$ cat config.mk
export PLATFORM = sky130hd
export DESIGN_NAME = local_eject_arbiter
export DESIGN_NICKNAME = d
export VERILOG_FILES = /design/src/rtl/local_eject_arbiter.sv
export SDC_FILE = /design/constraint.sdc
export NUM_CORES = 1
export LEC_CHECK = 0
export ABC_AREA = 1
export ABC_CLOCK_PERIOD_IN_PS = 2300
export BUFFER_PORTS_ARGS = -buffer_cell sky130_fd_sc_hd__buf_4
export CAP_MARGIN = 25
export CELL_PAD_IN_SITES_DETAIL_PLACEMENT = 1
export CELL_PAD_IN_SITES_GLOBAL_PLACEMENT = 2
export CORE_AREA = 2 2 107 109
export CTS_CLUSTER_DIAMETER = 80
export DETAILED_ROUTE_END_ITERATION = 8
export DIE_AREA = 0 0 109 111
export GPL_ROUTABILITY_DRIVEN = 0
export HOLD_SLACK_MARGIN = 0.02
export PLACE_DENSITY_LB_ADDON = 0.1
export SLEW_MARGIN = 40
export SYNTH_ARGS = -nofsm -noshare
export SYNTH_HDL_FRONTEND = slang
export SYNTH_SLANG_ARGS = --single-unit
export TNS_END_PERCENT = 1
$ cat constraint.sdc
create_clock -name clk -period 2.3 [get_ports clk]
set_clock_uncertainty 0.05 [all_clocks]
set_input_delay 0.23 -clock clk [delete_from_list [all_inputs] [get_ports clk]]
set_output_delay 0.23 -clock clk [all_outputs]
set_load 0.01 [all_outputs]
$ cat src/rtl/local_eject_arbiter.sv
// local_eject_arbiter: merges dx==0 packets from the east and west links into
// the local output port through a DEPTH-entry FIFO. Round-robin arbitration
// picks one link per cycle; packets with dx != 0 are consumed, dropped and
// flagged on misroute_err one cycle later.
// Optional feature: define EJECT_STATS_EN to add saturating 16-bit counters
// eject_cnt_east, eject_cnt_west and drop_cnt.
module local_eject_arbiter #(
    parameter int PKT_W = 16,
    parameter int DEPTH = 4
) (
    input  logic                       clk,
    input  logic                       rst_n,
    input  logic [PKT_W-1:0]           packet_east_in,
    input  logic                       valid_east_in,
    output logic                       ready_east_out,
    input  logic [PKT_W-1:0]           packet_west_in,
    input  logic                       valid_west_in,
    output logic                       ready_west_out,
    output logic [PKT_W-1:0]           packet_local,
    output logic                       valid_local,
    input  logic                       ready_local,
    output logic [$clog2(DEPTH):0]     fifo_count,
`ifdef EJECT_STATS_EN
    output logic [15:0]                eject_cnt_east,
    output logic [15:0]                eject_cnt_west,
    output logic [15:0]                drop_cnt,
`endif
    output logic                       misroute_err
);

    localparam int AW = $clog2(DEPTH);
    localparam int CW = AW + 1;

    // Saturating increment used by the statistics counters.
    function automatic logic [15:0] sat_inc(input logic [15:0] v);
        return (v == 16'hFFFF) ? v : v + 16'd1;
    endfunction

    logic [PKT_W-1:0] mem [DEPTH];
    logic [AW-1:0]    wr_ptr;
    logic [AW-1:0]    rd_ptr;
    logic [CW-1:0]    count;
    logic             prio_east;
    logic             misroute_p1;

    logic             full;
    logic             grant_east;
    logic             grant_west;
    logic             xfer_east;
    logic             xfer_west;
    logic             xfer_any;
    logic [PKT_W-1:0] sel_pkt_p0;
    logic signed [3:0] sel_dx_p0;
    logic             wr_en;
    logic             drop_p0;
    logic             pop;

    // Arbitration, handshake and push/pop decisions from registered state.
    always_comb begin
        full       = (count == CW'(DEPTH));
        grant_east = valid_east_in && (!valid_west_in || prio_east);
        grant_west = valid_west_in && (!valid_east_in || !prio_east);
        xfer_east  = grant_east && !full;
        xfer_west  = grant_west && !full;
        xfer_any   = xfer_east || xfer_west;
        sel_pkt_p0 = xfer_east ? packet_east_in : packet_west_in;
        sel_dx_p0  = sel_pkt_p0[PKT_W-1 -: 4];
        wr_en      = xfer_any && (sel_dx_p0 == 4'sd0);
        drop_p0    = xfer_any && (sel_dx_p0 != 4'sd0);
        pop        = (count != '0) && ready_local;
    end

    assign ready_east_out = xfer_east;
    assign ready_west_out = xfer_west;
    assign valid_local    = (count != '0);
    assign packet_local   = valid_local ? mem[rd_ptr] : '0;
    assign fifo_count     = count;
    assign misroute_err   = misroute_p1;

    // FIFO storage: data only, no reset needed.
    always_ff @(posedge clk) begin
        if (wr_en) mem[wr_ptr] <= sel_pkt_p0;
    end

    // Control state: pointers, occupancy, round-robin priority, drop flag.
    always_ff @(posedge clk or negedge rst_n) begin
        if (!rst_n) begin
            wr_ptr      <= '0;
            rd_ptr      <= '0;
            count       <= '0;
            prio_east   <= 1'b1;
            misroute_p1 <= 1'b0;
        end else begin
            misroute_p1 <= drop_p0;
            if (wr_en) wr_ptr <= wr_ptr + AW'(1);
            if (pop)   rd_ptr <= rd_ptr + AW'(1);
            case ({wr_en, pop})
                2'b10:   count <= count + CW'(1);
                2'b01:   count <= count - CW'(1);
                default: count <= count;
            endcase
            if (xfer_east)      prio_east <= 1'b0;
            else if (xfer_west) prio_east <= 1'b1;
        end
    end

`ifdef EJECT_STATS_EN
    // Saturating statistics: packets written per link and misrouted drops.
    always_ff @(posedge clk or negedge rst_n) begin
        if (!rst_n) begin
            eject_cnt_east <= '0;
            eject_cnt_west <= '0;
            drop_cnt       <= '0;
        end else begin
            if (wr_en && xfer_east) eject_cnt_east <= sat_inc(eject_cnt_east);
            if (wr_en && xfer_west) eject_cnt_west <= sat_inc(eject_cnt_west);
            if (drop_p0)            drop_cnt       <= sat_inc(drop_cnt);
        end
    end
`endif

endmodule

Word-level counts from Yosys, hierarchy flattened:

Memories as Yosys holds them, arrays and structs flattened.
Index checks and enable logic that the tools add are counted.

* bits in registers: 9
* memory bits (writable): 64
* input bits: 37
* output and inout bits: 23
* word-level logic and storage cells: 39
* memories: 1

* $add $sub $neg: 4
* eq/ne operators: 3
* mux-type cells: 7
* reductions and logical operators: 19

Memory list
* mem: words 4, bits a word 16, read ports 1, clocked after Yosys merged registers in 0, write ports 1, RTL line 39 `logic [PKT_W-1:0] mem [DEPTH];`

Operators with widths (count)
* $mux W16: 2
* $logic_and A1 B1 Y1: 7
* $pmux W3 S2: 1
* $add A2 B1 Y2 const B: 2
* $logic_not A1 Y1: 4
* $logic_not A4 Y1: 1
* $mux W1: 4
* $reduce_bool A2 Y1: 2
* $reduce_bool A4 Y1: 1
* $add A3 B1 Y3 const B: 1
* $eq A3 B3 Y1 const B: 1
* $logic_or A1 B1 Y1: 3
* $reduce_bool A3 Y1: 1
* $sub A3 B1 Y3 const B: 1
* $eq A2 B1 Y1 const B: 1
* $eq A2 B2 Y1 const B: 1

Depth between registers and ports, before layout:

* depth in word-level cells: 9
* gate-level depth with buffers: 13
* depth with buffers taken out: 13

Worst setup path before layout:

Ideal clock, no wire load.

* path type: flip-flop to flip-flop
* from: reg prio_east
* to: mem mem[0][0], enable pin
* setup time: 0.389 ns
* arrival: 1.997 ns
* data required time: 1.861 ns
* setup slack: -0.136 ns
* cell stages (with the launch flop): 9
* path buffers: 0
* period minus slack after synthesis: 2.436 ns
* cell sequence: dfstp_2 -> inv_1 -> a21oi_4 -> nand2_4 -> nand2_1 -> nand2_2 -> nor2_2 -> nand3_4 -> nor2_1

* cells in the longest elaborated chain, start to end: 8
* elaborated cells between the ends (all ways): 13
* classes of those cells: mux: 3; reduce/logical: 10

RTL lines
* from (decl): RTL line 43 `logic prio_east;`
* from (signal assigned): RTL line 91 `prio_east <= 1'b1;`
* from (signal assigned): RTL line 102 `if (xfer_east) prio_east <= 1'b0;`
* from (signal assigned): RTL line 103 `else if (xfer_west) prio_east <= 1'b1;`
* $logic_or A1 B1 Y1: RTL line 61 `grant_east = valid_east_in && (!valid_west_in || prio_east);`
* $logic_and A1 B1 Y1: RTL line 61
* $logic_and A1 B1 Y1: RTL line 63 `xfer_east = grant_east && !full;`
* $mux W16: RTL line 66 `sel_pkt_p0 = xfer_east ? packet_east_in : packet_west_in;`
* via sel_pkt_p0[14]: RTL line 52 `logic [PKT_W-1:0] sel_pkt_p0;`
* $logic_not A4 Y1: RTL line 68 `wr_en = xfer_any && (sel_dx_p0 == 4'sd0);`
* $logic_and A1 B1 Y1: RTL line 68
* $mux W1: RTL line 82 `if (wr_en) mem[wr_ptr] <= sel_pkt_p0;`
* $mux W1 (not written as such): RTL line 82
* to (decl): RTL line 39

The timed path passes the listed nets, and every way through them passes these cells.

Final worst setup path:

* from: reg prio_east
* to: reg count[2] (netlist: fifo_count[2])

* cells in the longest elaborated chain, start to end: 8
* elaborated cells between the ends (all ways): 15
* classes of those cells: eq/ne: 2; mux: 2; reduce/logical: 11

RTL lines
* $logic_or A1 B1 Y1 *: RTL line 61
* $logic_and A1 B1 Y1 *: RTL line 61
* $logic_and A1 B1 Y1 *: RTL line 63
* $mux W16 *: RTL line 66
* via sel_pkt_p0[12]: RTL line 52
* $logic_not A4 Y1 *: RTL line 68
* $logic_and A1 B1 Y1 *: RTL line 68
* $eq A2 B1 Y1 or $eq A2 B2 Y1 (tied branches): RTL line 97 `case ({wr_en, pop})`
* $pmux W3 S2 or $reduce_bool A2 Y1 (tied branches)
* to (signal assigned): RTL line 98 `2'b10: count <= count + CW'(1);`
* to (signal assigned): RTL line 99 `2'b01: count <= count - CW'(1);`
* to (signal assigned): RTL line 100 `default: count <= count;`
* to (decl): RTL line 42 `logic [CW-1:0] count;`

The timed path passes the listed nets; every way through them passes the cells marked *.
A chain may end at the register's enable or synchronous reset.

==> results_dict.tcl <==
set metrics [dict create \
    status "finished clean" \
    antenna_found_initial 0 \
    synthFlopType "edfxtp_1" \
    placed_area_mm2 0.00411 \
    worstReg2RegEnd "fifo_count[2]$_DFFE_PN0P_" \
    cp.arrival_ns 2.42 \
    grt_use_total 0.153 \
    worstPathMaxFanout 4 \
    holdCritStartpoint "packet_east_in[7]" \
    worst_path_dominant_cell_family "flip-flops" \
    yosysMostFrequentCell "nor2_1" \
    antenna_cells 0 \
    die-area_mm2 0.0121 \
    ctsRootBufferMaster "clkbuf_16" \
    period_share 0.981 \
    clock_sinks 73 \
    slew_viol_final 0 \
    reg2reg_from "prio_east$_DFFE_PN1P_" \
    muxShareOfSynthArea 0 \
    yosysUniqueCellTypes 28 \
    rsz0062_at_grt "yes" \
    die_h_um 111 \
    critPathKind "flop to flop" \
    synth_area_per_cell_um2 10.3 \
    dr_total_vias 2522 \
    layout.cells.non_filler 561 \
    area_growth_pct 37.0 \
    portBuffers 59 \
    ys_ff_latch 73 \
    p_per_area_mw_per_mm2 1210 \
    grt-ovfl-total 0 \
    synth_area_leaders "edfxtp_1 (58%), nor2_1 (8.0%), nand2_1 (6.7%)" \
    final_util 0.413 \
    grt_max_degree 34 \
    drt-initial-drc-count 101 \
    synth_xor_area_frac 0.00787 \
    hpwl_um 5730 \
    min_period_ns 2.26 \
    worst_path_largest_cell_delay_ns 0.53 \
    r2r_cells 13 \
    crit_buf_inv 3 \
    worstMarginPinSlew_ns 0.536 \
    synth_top_area_cell "edfxtp_1" \
    max-vdd-ir-drop_mv 0.501 \
    drc 0 \
    die_w_um 109 \
    cap_violations 0 \
    async_flop_share 0.123 \
    cts_max_level 3 \
    fp.coreArea_mm2 0.0111 \
    cts_buffers 9 \
    synth_fp_nets 368 \
    required_ns 2.46 \
    ios 60 \
    netlist_top_cells_count "nor2_1 (71), edfxtp_1 (64), nand2_1 (60), o21ai_0 (33), inv_1 (23)" \
    cp_cell_sequence "inv_2 -> a21oi_4 -> buf_12 -> nand3_4 -> nand2_4 -> nor2_4 -> nand3_4 -> ha_4 -> inv_2 -> fa_2 -> a21oi_2 -> o21ai_1 -> xor2_1" \
    post-place-cells 539 \
    setup_violations 0 \
    clock_path_buffers 2 \
    synth_top_area_frac 0.576 \
    hold_viol 0 \
    synthCells 325 \
    yosysSeqAreaShare 0.644 \
    synth_compound_area_frac 0.0866 \
    grt_first_pass_wirelength_um 13800 \
    fin_tns_setup_ns 0 \
    routed_wl_um 8540 \
    nets 456 \
    firstDrtPassIters 4 \
    start_util 0.301 \
    clock_latency_ns 0.33 \
    cpMaxStageDelayCell "dfstp_2" \
    hp-class "primary input to flop" \
    worst_setup_path_start_kind "flop" \
    relSlewSlack 0.642 \
    yosys.area_share.simple 0.189 \
    clk_pin_slew_ns 0.06 \
    leakage_nw 1.88 \
    ys.warnings.count 0 \
    synth_edf_count 64 \
    cts_tree "built" \
    synth_fa_ha_area_frac 0.0247 \
    routedWlPerCell_um 15.2 \
    routed_via_density 4.50 \
    grt_pass1_vias 2697 \
    end_kind "flop" \
    finalInstanceArea_mm2 0.00457 \
    rows 39 \
    rrSetupSlack_ns 0.04 \
    drive_above_1_share 0.313 \
    syn_area_mm2 0.00334 \
    hold-path-cell-count 3 \
    finalPower_w 0.00552 \
    clock.fmax_mhz 443 \
    postRouteAntennaNets 0 \
    hold_path_end "mem[0][7]$_DFFE_PP_" \
    synth_top_family_by_area "simple AND/OR/NAND/NOR gates" \
]
## routing by layer
| metal | track usage | routed length [um] | vias up | share of wire |
|---|---|---|---|---|
| met2 | 0.253 | 4320 | 38 | 0.51 |
| met1 | 0.195 | 3840 | 1211 | 0.45 |
| met5 | 0 | 0 | - | 0 |
| li1 | - | - | 1263 | - |
| met3 | 0.0364 | 259 | 10 | 0.030 |
| met4 | 0.0513 | 121 | 0 | 0.014 |
## how the worst max path moves through the flow
stage	cells past startpoint	to	from	slack (ns)
floorplan	8	mem[0][0]$_DFFE_PP_	prio_east$_DFFE_PN1P_	-0.14
global placement	12	fifo_count[2]$_DFFE_PN0P_	prio_east$_DFFE_PN1P_	0.04
detailed placement	12	fifo_count[2]$_DFFE_PN0P_	prio_east$_DFFE_PN1P_	-0.02
CTS	12	fifo_count[2]$_DFFE_PN0P_	prio_east$_DFFE_PN1P_	-0.03
global route	11	fifo_count[1]$_DFFE_PN0P_	prio_east$_DFFE_PN1P_	-0.06
finish	13	fifo_count[2]$_DFFE_PN0P_	prio_east$_DFFE_PN1P_	0.04
## sequential cells by signal, indices dropped and copies added (netlist names)
name / count
prio_east: 1
misroute_err: 1
wr_ptr: 2
fifo_count: 3
rd_ptr: 2
mem: 64
## power breakdown
part | switching, W | total (W) | internal, W
Combinational | 0.00139 | 0.00241 | 0.00102
Clock | 0.000542 | 0.00138 | 0.000837
Sequential | 0.0000723 | 0.00173 | 0.00166
## tightest hold or removal path, stage by stage
cell and delay, ns:
buf_4 0.07, nand2_1 0.04, nand2_1 0.10
## metrics by stage
step           worst slack, ns  hold WS [ns]
2_1_floorplan           -0.136        -0.116
3_3_place_gp            0.0366        0.0124
3_5_place_dp           -0.0249        0.0137
4_1_cts                -0.0306         0.184
5_1_grt                -0.0643         0.205
6_report                0.0447         0.188
## what timing repair did
action	in CTS	in global routing
buffers inserted	0	5
setup endpoints to repair	1	62
cloned	0	0
hold endpoints to repair	9	0
pin swaps	0	10
gates resized for setup	1	26
hold buffers	1	0
## cell usage in the layout, fill, tap and decap left out, types with 4 or more instances in the layout
cell | synthesis | layout
buf_4 | 1 | 85
nand2_1 | 60 | 56
o21ai_1 | 2 | 4
edfxtp_1 | 64 | 64
dfrtp_1 | 8 | 8
a21oi_1 | 18 | 17
nand3_4 | 1 | 4
ha_1 | 5 | 4
o21ai_0 | 33 | 31
nand2_4 | 2 | 5
inv_1 | 23 | 20
nor2_1 | 71 | 71
clkbuf_16 | 0 | 9
## area by class of cell
class,count,area [um2]
inverter,24,93.8
tap,143,179
timing repair buffer,91,731
multi-input combinational,214,1130
clock inverter,7,68.8
clock buffer,9,225
sequential,73,2150
fill,1230,6500
## kinds of logic after synthesis
family	Yosys count
flops	73
simple gates	150
compound gates	55
xor+xnor	3
buf+inv	38
fa+ha+maj	6
Power figures use the tool's default switching activity.
